File: src/rtl/pipeline_control.sv
// pipeline_control
// Sequencing controller for the IF/ID, ID/EX, EX/MEM and MEM/WB bars of the
// five-stage pipeline. It decides each cycle which bars advance, which load a
// bubble and whether the PC updates. It also keeps saturating performance
// counters for stalls and squashes.
//
// Ports
//   CLK, nRST                 clock, asynchronous active-low reset
//   ihit, dhit                instruction / data memory completion this cycle
//   dREN_mem, dWEN_mem        instruction in MEM reads / writes data memory
//   dREN_ex, rt_ex            load in EX and its destination register
//   rs_id, rt_id              source registers of the instruction in IF/ID
//   branch_taken_mem          taken branch resolved in MEM
//   jump_ex                   j / jal / jr in EX
//   halt_wb                   halt flag at the MEM/WB output
//   pc_en                     PC loads its next value
//   en_1..en_4                bar n captures its inputs
//   flush_1..flush_3          bar n captures a bubble (only when enabled)
//   dmem_busy                 pipeline held waiting on data memory
//   halted                    sticky, registered halt indication
//   stall_cnt, flush_cnt      saturating 16-bit performance counters
module pipeline_control (
  input  logic        CLK,
  input  logic        nRST,
  input  logic        ihit,
  input  logic        dhit,
  input  logic        dREN_mem,
  input  logic        dWEN_mem,
  input  logic        dREN_ex,
  input  logic [4:0]  rt_ex,  // regbits_t
  input  logic [4:0]  rs_id,
  input  logic [4:0]  rt_id,
  input  logic        branch_taken_mem,
  input  logic        jump_ex,
  input  logic        halt_wb,
  output logic        pc_en,
  output logic        en_1,
  output logic        en_2,
  output logic        en_3,
  output logic        en_4,
  output logic        flush_1,
  output logic        flush_2,
  output logic        flush_3,
  output logic        dmem_busy,
  output logic        halted,
  output logic [15:0] stall_cnt,
  output logic [15:0] flush_cnt
);

  typedef enum logic [1:0] {StRun, StDwait, StHalt} state_t;

  state_t      state_q, state_d;
  logic        halted_q;
  logic [15:0] stall_q, flush_q;
  logic        stall_inc, flush_inc;
  logic        mem_req, load_use;
  logic [4:1]  en;
  logic [3:1]  flush;

  assign mem_req  = dREN_mem | dWEN_mem;
  assign load_use = dREN_ex & (rt_ex != 5'd0) & ((rt_ex == rs_id) | (rt_ex == rt_id));

  always_comb begin
    pc_en     = 1'b0;
    en        = 4'b0000;
    flush     = 3'b000;
    dmem_busy = 1'b0;
    state_d   = state_q;
    flush_inc = 1'b0;
    unique case (state_q)
      StRun, StDwait: begin
        if (halt_wb) begin
          state_d = StHalt;
        end else if (mem_req && !dhit) begin
          // Busy covers every held cycle, including the one entering DWAIT.
          state_d   = StDwait;
          dmem_busy = 1'b1;
        end else begin
          state_d = StRun;
          if (branch_taken_mem) begin
            pc_en     = 1'b1;
            en        = 4'b1111;
            flush     = 3'b111;
            flush_inc = 1'b1;
          end else if (jump_ex) begin
            pc_en     = 1'b1;
            en        = 4'b1111;
            flush     = 3'b011;
            flush_inc = 1'b1;
          end else if (load_use) begin
            // IF/ID holds, bubble into EX.
            en    = 4'b1110;
            flush = 3'b010;
          end else if (!ihit) begin
            en    = 4'b1111;
            flush = 3'b001;
          end else begin
            pc_en = 1'b1;
            en    = 4'b1111;
          end
        end
      end
      StHalt: state_d = StHalt;
      default: state_d = StRun;
    endcase
    stall_inc = (state_q != StHalt) && !pc_en;
    if (!nRST) begin
      pc_en     = 1'b0;
      en        = 4'b0000;
      flush     = 3'b000;
      dmem_busy = 1'b0;
    end
  end

  always_ff @(posedge CLK or negedge nRST) begin
    if (!nRST) begin
      state_q  <= StRun;
      halted_q <= 1'b0;
      stall_q  <= 16'd0;
      flush_q  <= 16'd0;
    end else begin
      state_q <= state_d;
      if (state_d == StHalt) halted_q <= 1'b1;
      if (stall_inc && (stall_q != 16'hFFFF)) stall_q <= stall_q + 16'd1;
      if (flush_inc && (flush_q != 16'hFFFF)) flush_q <= flush_q + 16'd1;
    end
  end

  assign en_1      = en[1];
  assign en_2      = en[2];
  assign en_3      = en[3];
  assign en_4      = en[4];
  assign flush_1   = flush[1];
  assign flush_2   = flush[2];
  assign flush_3   = flush[3];
  assign halted    = halted_q;
  assign stall_cnt = stall_q;
  assign flush_cnt = flush_q;

endmodule

File: config.mk
export PLATFORM = sky130hd
export DESIGN_NAME = pipeline_control
export DESIGN_NICKNAME = d
export VERILOG_FILES = /design/src/rtl/pipeline_control.sv
export SDC_FILE = /design/constraint.sdc
export NUM_CORES = 1
export LEC_CHECK = 0
export ABC_AREA = 1
export CAP_MARGIN = 25
export CORE_ASPECT_RATIO = 0.75
export CORE_MARGIN = 8
export CORE_UTILIZATION = 48
export DETAILED_ROUTE_END_ITERATION = 8
export PLACE_DENSITY = 0.81
export SLEW_MARGIN = 30
export SYNTH_ARGS = -nofsm -noshare
export SYNTH_HDL_FRONTEND = slang
export SYNTH_SLANG_ARGS = --single-unit
File: constraint.sdc
create_clock -name CLK -period 2.3 [get_ports CLK]
set_clock_uncertainty 0.05 [all_clocks]
set_input_delay 0.345 -clock CLK [delete_from_list [all_inputs] [get_ports CLK]]
set_output_delay 0.345 -clock CLK [all_outputs]
set_load 0.02 [all_outputs]
* After elaboration in Yosys (flattened, before gate mapping)
Index checks and enable logic that the tools add are counted.
** Cells by class
- Add/subtract/negate cells :: 2
- Equal/unequal tests :: 8
- Muxes and demuxes :: 35
- Bitwise gates (word level) :: 4
- Reductions and logical operators :: 9
** Operator list (number)
- $add 16x1->16 const B :: 2
- $ne 16x16->1 const B :: 2
- $mux 1 :: 22
- $mux 4 :: 4
- $mux 3 :: 5
- $eq 5x5->1 :: 2
- $mux 2 :: 3
- $reduce_bool 5->1 :: 1
- $eq 2x2->1 const B :: 2
- $logic_and 1x1->1 :: 4
- $pmux 2 s2 :: 1
- $and 1x1->1 :: 2
- $eq 2x1->1 const B :: 1
- $logic_not 1->1 :: 2
- $logic_not 2->1 :: 1
- $ne 2x2->1 const B :: 1
- $or 1x1->1 :: 2
- $reduce_or 2->1 :: 1
** Storage, ports and cells
- Bits in registers :: 35
- Bits of input ports :: 25
- Output and inout port bits :: 42
- Logic and storage cells :: 62

* Logic depth before layout (Yosys ltp)
Gate-level depths: netlist of the first run.
- Depth in word-level cells :: 12
- Mapped depth :: 14
- Mapped depth without buffers :: 13

* Least setup slack after synthesis of the first run
Ideal clock, no wire load.
- Path kind :: input-to-output
- Start point :: input port dWEN_mem
- End point :: output port flush_1
- Data arrival time :: 1.494 ns
- Data required time :: 1.905 ns
- Path slack :: 0.411 ns
- Cell stages on the path :: 5
- Buffers on the path :: 0
- Path through :: o21bai_2 > nand2_1 > nor2_1 > nand2_1 > a21oi_1
** Between the ends
- Word-level cells in the longest chain between the ends :: 6
** Ends and longest elaborated chain
- start, declared :: RTL line 28 : input logic dWEN_mem,
- $or 1x1->1 :: RTL line 60 : assign mem_req = dREN_mem | dWEN_mem;
- $logic_and 1x1->1 :: RTL line 74 : end else if (mem_req && !dhit) begin
- $mux 3 :: RTL line 74
- $mux 3 :: RTL line 72 : if (halt_wb) begin
- $mux 3 :: RTL line 70 : unique case (state_q)
- $mux 3 :: RTL line 107 : if (!nRST) begin
- end, declared :: RTL line 41 : output logic flush_1,
No other way between the ends.

* Worst setup path after layout of the first run
- Start point :: input port dWEN_mem
- End point :: output port flush_3
** Between the ends
- Word-level cells in the longest chain between the ends :: 6
** Ends and longest elaborated chain
- $or 1x1->1 :: RTL line 60
- $logic_and 1x1->1 :: RTL line 74
- $mux 3 :: RTL line 74
- $mux 3 :: RTL line 72
- $mux 3 :: RTL line 70
- $mux 3 :: RTL line 107
- end, declared :: RTL line 43 : output logic flush_3,
No other way between the ends.

==> results of run 1 <==
-- through the flow --
stage | instances | hold slack (ns) | util (%)
after detailed placement | 426 | 0.413 | 67.6
after CTS | 434 | 0.431 | 69.9
after floorplan | 297 | -0.000591 | -
after global placement | 426 | 0.409 | 67.6
final | 434 | 0.425 | 69.6
after global routing | 434 | 0.455 | 69.6
-- registers in the layout (all words and copies together), names as in the netlist --
| register | count |
|---|---|
| flush_cnt | 16 |
| stall_cnt | 16 |
| state_q | 2 |
| halted | 1 |
-- area by class of cell --
type                       instances  area share (%)
clock buffer                       6            2.62
clock inverter                     2            1.11
inverter                          42            5.01
multi-input combinational        215            38.3
sequential                        35            27.8
tap                               57            2.27
timing repair buffer              77            22.9
-- worst max-delay path: cells and delay by family --
kind | cells | cell delay (ns)
buffers and inverters | 3 | 0.83
AND/OR/NAND/NOR | 3 | 0.37
AO/OA/AOI/OAI | 1 | 0.19
-- logic make-up (layout without fill, tap and decap cells) --
| kind of cell | Yosys count | count (layout) |
|---|---|---|
| and+or+nand+nor | 176 | 176 |
| buffers and inverters | 47 | 127 |
| muxes | 1 | 1 |
| AOI/OAI and AO/OA | 6 | 6 |
| DFF | 35 | 35 |
| xor gates and xnor gates | 30 | 30 |
| adders and majority gates | 2 | 2 |
-- worst paths after layout --
path                       cells after the start            end  slack (ns)
setup / recovery                               7        flush_3        0.16
hold reg to reg                                1         halted        0.42
setup reg to reg                               9   stall_cnt[3]        0.39
hold / removal                                 1         halted        0.42
max in group asynchronous                      2  flush_cnt[14]        1.41
min in group asynchronous                      2  stall_cnt[11]        0.46
-- power by group --
| part | leakage [nW] | switching [mW] | internal, mW | total, mW |
|---|---|---|---|---|
| Combinational | 1.02 | 0.163 | 0.148 | 0.311 |
| Sequential | 0.460 | 0.0429 | 0.649 | 0.692 |
| Clock | 0.0612 | 0.220 | 0.351 | 0.571 |
| Total | 1.54 | 0.426 | 1.15 | 1.57 |
-- metal layers --
| metal | vias up | global-route usage (%) | wire (um) | share of wire (%) |
|---|---|---|---|---|
| li1 | 1084 | - | - | - |
| met5 | - | 0 | 0 | 0 |
| met4 | 0 | 4.24 | 48 | 0.84 |
| met3 | 5 | 4.33 | 424 | 7.4 |
| met1 | 985 | 21.5 | 2660 | 47 |
| met2 | 73 | 26.9 | 2580 | 45 |
-- cells in the mapped netlist (4+ instances only) --
library cell / n
dfrtp_1: 35
nor3_2: 4
nor3_1: 8
nor4_1: 5
nand3_1: 28
nand2_2: 11
nand2_1: 79
nor2_1: 22
nand2_4: 4
nand4_1: 5
inv_1: 35
xnor2_1: 7
inv_2: 6
xor2_1: 23
-- layout by cell type (no fill, tap or decap), types with 7 or more instances in the layout --
cell type	instances
xnor2_1	7
nand2_2	11
buf_4	11
nor2_1	22
inv_1	35
clkdlybuf4s50_1	56
xor2_1	23
nand2_1	79
nor3_1	8
nand3_1	28
dfrtp_1	35
-- what timing repair did --
item / CTS / global route
resized for setup: 9 / 10
setup endpoints to repair: 9 / 4
setup buffers: 0 / 0
endpoints found under the hold margin: 0 / 0
gates cloned: 0 / 0
==> results.json, run 1 <==
{
  "slew_viol_final": 0,
  "place_area_um2": 3050,
  "io_pins": 67,
  "grt_pass1_vias": 2115,
  "grt_pass1_wl_um": 9640,
  "dp_hpwl_um": 4480,
  "yosys.area_share.simple_pct": 38.0,
  "ys.warnings.count": 0,
  "overflow": 0,
  "multi_input_area_um2": 1200,
  "cts_tree": "done",
  "synth_edf_count": 0,
  "ys_seq_area_share_pct": 38.3,
  "setup_slack_ns": 0.161,
  "cts_root_buf": "clkbuf_8",
  "hold_path.class": "reg -> reg",
  "coreArea_um2": 4520,
  "wl_per_cell_um": 13.2,
  "startpoint_type": "primary input",
  "vias": 2147,
  "routabilityCongestion": 0.905,
  "synthMuxAreaShare_pct": 0.493,
  "die_y_um": 75.8,
  "drtIter0Drc": 111,
  "dr.pass1.iters": 4,
  "fp.dieW_um": 95.7,
  "clk_pin_slew_ns": 0.07,
  "fin_setup_tns_ns": 0,
  "cp_common_cell": "nor2_1",
  "clkLatencyLatePin_ns": 0.29,
  "ant_nets": 0,
  "syn-num-nets": 324,
  "synth-async-reset-ratio_pct": 100,
  "grt_util_all_layers_pct": 16.6,
  "drcViolationCount": 0,
  "die-area_um2": 7250,
  "p_total_mw": 1.57,
  "antennaDiodeCount": 0,
  "cp-end-kind": "output pin",
  "rsz0062_at_grt": "no",
  "ys.flop_type": "dfrtp_1",
  "synth_cell_types": 30,
  "startpoint": "dWEN_mem",
  "power_density_nw_per_um2": 500,
  "wl_um": 5710,
  "cp_cell_sequence": "clkdlybuf4s50_1, o21bai_2, nand2_1, nor2_1, inv_1, nor2_1, dlygate4sd2_1",
  "fin_crit_ns": 2.14,
  "setup_viol": 0,
  "synth_top_family_by_area": "simple AND/OR/NAND/NOR gates",
  "fin_area_um2": 3150,
  "syn_area_per_cell_um2": 7.70,
  "cpMaxStageDelayCell": "clkdlybuf4s50_1",
  "fin_nets": 403,
  "antenna_found_initial": 0,
  "period_share_pct": 93.0,
  "critPathArrivalTime_ns": 1.74,
  "timing.rr.start": "stall_cnt[0]",
  "vdd_ir_drop_max_v": 0.000462,
  "worst-setup-path-type": "in -> out",
  "cts_hold_buffers": 0,
  "drive_above_1_share_pct": 15.6,
  "ys_ff_latch": 35,
  "synthTopCellsByArea": "dfrtp_1 (38%), nand2_1 (13%), xor2_1 (8.8%)",
  "area_growth_pct": 37.7,
  "max_freq_ghz": 0.467,
  "initial_core_util_pct": 50.6,
  "yosysTopAreaCell": "dfrtp_1",
  "cap_violations": 0,
  "tightest_slew_ns": 0.480,
  "worstHoldStart": "halted",
  "clock_sinks": 35,
  "syn_inst": 297,
  "grt_max_degree": 36,
  "synth-compound-area-share_pct": 1.59,
  "n_fill_cell": 380,
  "vias_per_cell": 4.95,
  "power.leakage_nw": 1.54,
  "finalHoldViolCount": 0,
  "relSlewSlack_pct": 67.7,
  "max_stage_delay_ns": 0.41,
  "clockBufferDepth": 2,
  "io_buffers": 66,
  "syn_area_um2": 2290,
  "rows": 21,
  "yosys.area_share.adder_pct": 1.09,
  "yosys.area.top_type_share_pct": 38.3,
  "cts_buffers": 5,
  "htree_levels": 2,
  "dp_slack_ns": -0.225,
  "ff_latch_area_um2": 876,
  "yosys.area_share.xor_xnor_pct": 11.5,
  "worstPathMaxFanout": 3,
  "status": "finished, final reports clean",
  "required_ns": 1.90
}
(Power assumes the default switching activity.)
==> run 2: changes to the inputs <==
GPL_ROUTABILITY_DRIVEN = 0   (was default)
PLACE_DENSITY = default   (was 0.81)
PLACE_DENSITY_LB_ADDON = 0.2   (was default)
==> run 2 against run 1 <==
Compared with the run above: combinational power is 2% higher; power is 7.7% lower; register-to-register slack hardly changed; clock power is 23% lower; via count is 1.8% lower; count of clock-buffer cells in the layout stayed put; worst hold slack better by 0.013 ns; die area stayed put; first-iteration DRC count is 2.7% lower; final cell count stayed put; routed wire length is 1.2% lower; sequential power is 0.6% higher; critical endpoint unchanged; highest routed layer unchanged.
==> results.json, run 2 (synthesis results as in run 1) <==
{
  "initial_core_util_pct": 50.6,
  "htree_levels": 2,
  "io_buffers": 66,
  "dp_slack_ns": -0.317,
  "power.leakage_nw": 1.55,
  "final_core_util_pct": 69.2,
  "worstPathMaxFanout": 3,
  "grt_pass1_vias": 1956,
  "required_ns": 1.90,
  "vias": 2108,
  "dr.pass1.iters": 4,
  "fin_crit_ns": 2.12,
  "rsz0062_at_grt": "no",
  "cap_violations": 0,
  "io_pins": 67,
  "clockBufferDepth": 2,
  "max_freq_ghz": 0.471,
  "p_total_mw": 1.45,
  "layout_common_cells": "nand2_1 (79), clkdlybuf4s50_1 (54), inv_1 (35), dfrtp_1 (35), nand3_1 (28)",
  "slew_viol_final": 0,
  "grt_util_all_layers_pct": 15.8,
  "post-cts-setup-buffers": 0,
  "worstHoldPathCells": 1,
  "antennaDiodeCount": 0,
  "layout_commonest_cell": "nand2_1",
  "tightest_slew_ns": 0.513,
  "antenna_found_initial": 0,
  "drcViolationCount": 0,
  "setup_viol": 0,
  "wl_per_cell_um": 13.0,
  "critPathArrivalTime_ns": 1.73,
  "vias_per_cell": 4.86,
  "r2r-end": "stall_cnt[3]",
  "fin_nets": 404,
  "fp.dieW_um": 95.7,
  "timing.reg2reg.setup_slack_ns": 0.39,
  "grt_max_degree": 36,
  "coreArea_um2": 4520,
  "clkLatencyLatePin_ns": 0.28,
  "relSlewSlack_pct": 65.5,
  "timing.rr.start": "stall_cnt[0]",
  "worstHoldStart": "halted",
  "overflow": 0,
  "period_share_pct": 92.4,
  "grt_pass1_wl_um": 9160,
  "finalHoldViolCount": 0,
  "cts_tree": "done",
  "drtIter0Drc": 108,
  "fin_setup_tns_ns": 0,
  "startpoint_type": "primary input",
  "die_y_um": 75.8,
  "reg2regPathDepth": 9,
  "cts_buffers": 5,
  "clock_sinks": 35,
  "power_density_nw_per_um2": 464,
  "hold_path_end": "halted",
  "wl_um": 5640,
  "clk_pin_slew_ns": 0.07,
  "cts_root_buf": "clkbuf_8",
  "ant_nets": 0,
  "hold_path.class": "reg -> reg",
  "setup_slack_ns": 0.175,
  "die-area_um2": 7250,
  "rows": 21,
  "dp_hpwl_um": 4400,
  "cp-end-kind": "output pin",
  "vdd_ir_drop_max_v": 0.000348,
  "drive_above_1_share_pct": 15.6,
  "worst-setup-path-type": "in -> out",
  "area_growth_pct": 36.9,
  "status": "finished, final reports clean"
}
[run 2: changes by cell type in the layout (fill, tap and decap cells not counted)]
cell / delta
bufinv_16: -1
buf_2: +2
clkdlybuf4s50_1: -2
clkbuf_2: -2
dlymetal6s2s_1: +2
buf_4: +1
[run 2: power by group]
| part | switching (mW) | internal, mW |
|---|---|---|
| registers | 0.0469 | 0.649 |
| clock network | 0.205 | 0.235 |
| logic | 0.166 | 0.151 |
| total | 0.418 | 1.03 |
[run 2: worst max-delay path by stage]
stage,start,slack (ns),end,depth (start not counted)
global placement,rt_ex[0],-0.20,pc_en,10
floorplan,dWEN_mem,0.41,flush_1,5
detailed placement,rt_ex[0],-0.32,flush_1,11
finish,dWEN_mem,0.18,flush_3,7
global route,halt_wb,0.01,flush_3,7
CTS,rt_ex[0],0.009,en_1,11
[run 2: per-stage QoR]
stage | std cells | hold slack (ns) | cell area, um2
after floorplan | 297 | -0.000591 | 2290
after global placement | 427 | 0.408 | 3060
after detailed placement | 427 | 0.420 | 3060
after CTS | 434 | 0.436 | 3140
after global routing | 434 | 0.459 | 3130
final | 434 | 0.438 | 3130
[run 2: area by class of cell]
type                    instances  area (um2)
clock buffers                   6        82.6
clock inverters                 1        5.00
fillers                       386        1390
inverters                      42         158
multi-input cells             215        1200
flip-flops and latches         35         876
well taps                      57        71.3
repair buffers                 78         732
[run 2: timing repair]
| item | 4_1_cts | 5_1_grt |
|---|---|---|
| endpoints found under the setup margin | 9 | 4 |
| resized for setup | 14 | 9 |
| pin swaps | 0 | 0 |
| hold buffers | 0 | 0 |
[run 2: per-layer routing]
layer | share of wire (%) | routed length [um] | GRT usage [%]
met5 | 0 | 0 | 0
met4 | 0.23 | 13 | 2.38
met3 | 10 | 571 | 5.02
met2 | 39 | 2230 | 23.6
met1 | 50 | 2830 | 22.2
[run 2: worst max-delay path: stages]
cell	delay [ns]
clkdlybuf4s50_1	0.41
o21bai_2	0.19
nand2_1	0.09
nor2_1	0.17
inv_1	0.08
nor2_1	0.10
dlygate4sd2_1	0.34
==> run 3: changes to the inputs <==
ABC_AREA = default   (was 1)
CORE_UTILIZATION = 45   (was 48)
==> run 3 against run 2 <==
Compared with the run above: the run now ends with negative setup slack left; highest routed layer unchanged; final area down 8.0%; via count down 23%; worst setup slack worse by 0.21 ns; critical path type unchanged.
==> results.json, run 3 <==
{
  "dp_hpwl_um": 3790,
  "antennaDiodeCount": 0,
  "syn_inst": 184,
  "wl_per_cell_um": 15.4,
  "place_area_um2": 2740,
  "fin_area_um2": 2880,
  "vdd_ir_drop_max_v": 0.000801,
  "clkLatencyLatePin_ns": 0.27,
  "cp-end-kind": "output pin",
  "antenna_found_initial": 0,
  "drcViolationCount": 0,
  "place_inst": 315,
  "area_growth_pct": 49.3,
  "clk_pin_slew_ns": 0.07,
  "grt_pass1_vias": 1682,
  "startpoint_type": "primary input",
  "timing.reg2reg.setup_slack_ns": 0.31,
  "syn_area_um2": 1930,
  "dr.pass1.iters": 4,
  "fin_setup_tns_ns": -0.0348,
  "whs_ns": 0.422,
  "grt_pass1_wl_um": 8280,
  "ys.warnings.count": 0,
  "layout_commonest_cell": "clkdlybuf4s50_1",
  "cts_tree": "done",
  "io_pins": 67,
  "fp.dieW_um": 91.6,
  "overflow": 0,
  "crit_buf_inv": 2,
  "final_cells": 325,
  "io_buffers": 66,
  "cap_violations": 0,
  "r2r-end": "stall_cnt[1]",
  "setup_viol": 1,
  "vias": 1630,
  "worstHoldPathCells": 1,
  "rsz0062_at_grt": "yes",
  "initial_core_util_pct": 47.3,
  "power.leakage_nw": 1.29,
  "required_ns": 1.90,
  "die-area_um2": 6660,
  "yosys.area.top_type_share_pct": 45.4,
  "synth_cell_types": 42,
  "drive_above_1_share_pct": 21.1,
  "worstHoldStart": "halted",
  "die_y_um": 72.7,
  "grt_max_degree": 31,
  "syn-num-nets": 211,
  "power_density_nw_per_um2": 726,
  "max_freq_ghz": 0.428,
  "violations": "negative setup slack",
  "relSlewSlack_pct": 70.8,
  "fin_crit_ns": 2.33,
  "slew_viol_final": 0,
  "layout_common_cells": "clkdlybuf4s50_1 (51), dfrtp_1 (35), xnor2_1 (21), buf_4 (18), xor2_1 (17)",
  "reg2regPathDepth": 7,
  "post-synth-top-count-cell": "dfrtp_1",
  "vias_per_cell": 5.02,
  "worstPathMaxFanout": 4,
  "synth-async-reset-ratio_pct": 100,
  "critPathArrivalTime_ns": 1.94,
  "grt_util_all_layers_pct": 15.3,
  "ys.flop_type": "dfrtp_1",
  "final_core_util_pct": 70.6,
  "cts_root_buf": "clkbuf_8",
  "hold_path.class": "reg -> reg",
  "cts_buffers": 5,
  "ant_nets": 0,
  "hold_path_end": "halted",
  "synthTopCellsByArea": "dfrtp_1 (45%), xnor2_1 (9.5%), xor2_1 (8.2%)",
  "setup_slack_ns": -0.0348,
  "max_stage_delay_ns": 0.54,
  "tightest_slew_ns": 0.433,
  "clock_sinks": 35,
  "yosysTopAreaCell": "dfrtp_1",
  "drtIter0Drc": 82,
  "coreArea_um2": 4080,
  "ys_ff_latch": 35,
  "ys_seq_area_share_pct": 45.4,
  "status": "finished with violations",
  "wl_um": 5000,
  "timing.rr.start": "stall_cnt[0]",
  "worst-setup-path-type": "in -> out",
  "synth_edf_count": 0,
  "rows": 20,
  "cpMaxStageDelayCell": "or4_1",
  "critPathTopFamily": "simple AND/OR/NAND/NOR gates",
  "cp_cell_sequence": "dlygate4sd2_1, or4_1, o21ai_2, or2_4, nand2_1, a21oi_1, buf_4",
  "syn_area_per_cell_um2": 10.5,
  "clockBufferDepth": 2,
  "finalHoldViolCount": 0,
  "period_share_pct": 102,
  "yosys-top-cells-count": "dfrtp_1 (35), xnor2_1 (21), xor2_1 (18)",
  "fin_nets": 296,
  "htree_levels": 2
}
run 3: cell types whose count changed after synthesis, sizes merged, moves of 5 or more:
| cell | change |
|---|---|
| nor3 | -5 |
| nand2 | -77 |
| nand4 | +5 |
| nand3 | -14 |
| xnor2 | +14 |
| nor2 | -17 |
| and3 | +6 |
| inv | -36 |
| xor2 | -5 |
| nor4 | -5 |
run 3: repair_timing:
action / in CTS / in global routing
resized for setup: 26 / 13
setup buffers: 1 / 0
endpoints found under the setup margin: 9 / 7
hold buffers: 1 / 0
hold endpoints to repair: 5 / 0
pin swaps: 2 / 4
run 3: final cells by class:
cell class                      instances  area [um2]
Sequential cell                        35         876
Timing Repair Buffer                   82         772
Multi-Input combinational cell        140        1040
Fill cell                             318        1200
Inverter                                5        18.8
Tap cell                               55        68.8
Clock buffer                            8         100
run 3: cells by family (layout without fill, tap and decap cells):
group                    after synthesis  count (layout)  share of synthesized area (%)
adder cells (fa/ha/maj)                2               2                           1.30
multiplexers                           2               2                           1.10
AO/OA/AOI/OAI                         13              13                           5.06
flip-flops                            35              35                           45.4
AND/OR/NAND/NOR                       84              84                           26.8
buffers and inverters                  9              95                           2.59
XOR/XNOR                              39              39                           17.7
run 3: power by group:
group	total [mW]	switching (mW)	internal, mW
logic	0.800	0.408	0.392
registers	0.818	0.115	0.703
clock network	0.473	0.200	0.273
run 3: routing by layer:
layer / vias to the layer above / wire, um / GRT usage (%)
met5: - / 0 / 0
met1: 776 / 2470 / 20.9
li1: 803 / - / -
met2: 49 / 2190 / 22.9
met3: 2 / 322 / 4.83
met4: 0 / 14 / 3.25
run 3: worst max path at each step:
| stage | start | to | slack [ns] | depth (start not counted) |
|---|---|---|---|---|
| 6_report | rt_ex[2] | pc_en | -0.03 | 7 |
| 3_5_place_dp | rt_ex[1] | flush_1 | -0.64 | 7 |
| 3_3_place_gp | rt_ex[1] | flush_1 | -0.59 | 7 |
| 4_1_cts | rt_ex[1] | flush_1 | 0.02 | 7 |
| 5_1_grt | rt_ex[1] | pc_en | -0.1 | 7 |
| 2_1_floorplan | rt_ex[1] | flush_1 | 0.30 | 5 |
run 3: metrics by stage:
stage / power [mW] / setup slack [ns]
global route: 2.21 / -0.0986
detailed placement: 1.62 / -0.636
CTS: 2.10 / 0.0177
global placement: 1.61 / -0.587
finish: 2.09 / -0.0348
floorplan: 1.22 / 0.300
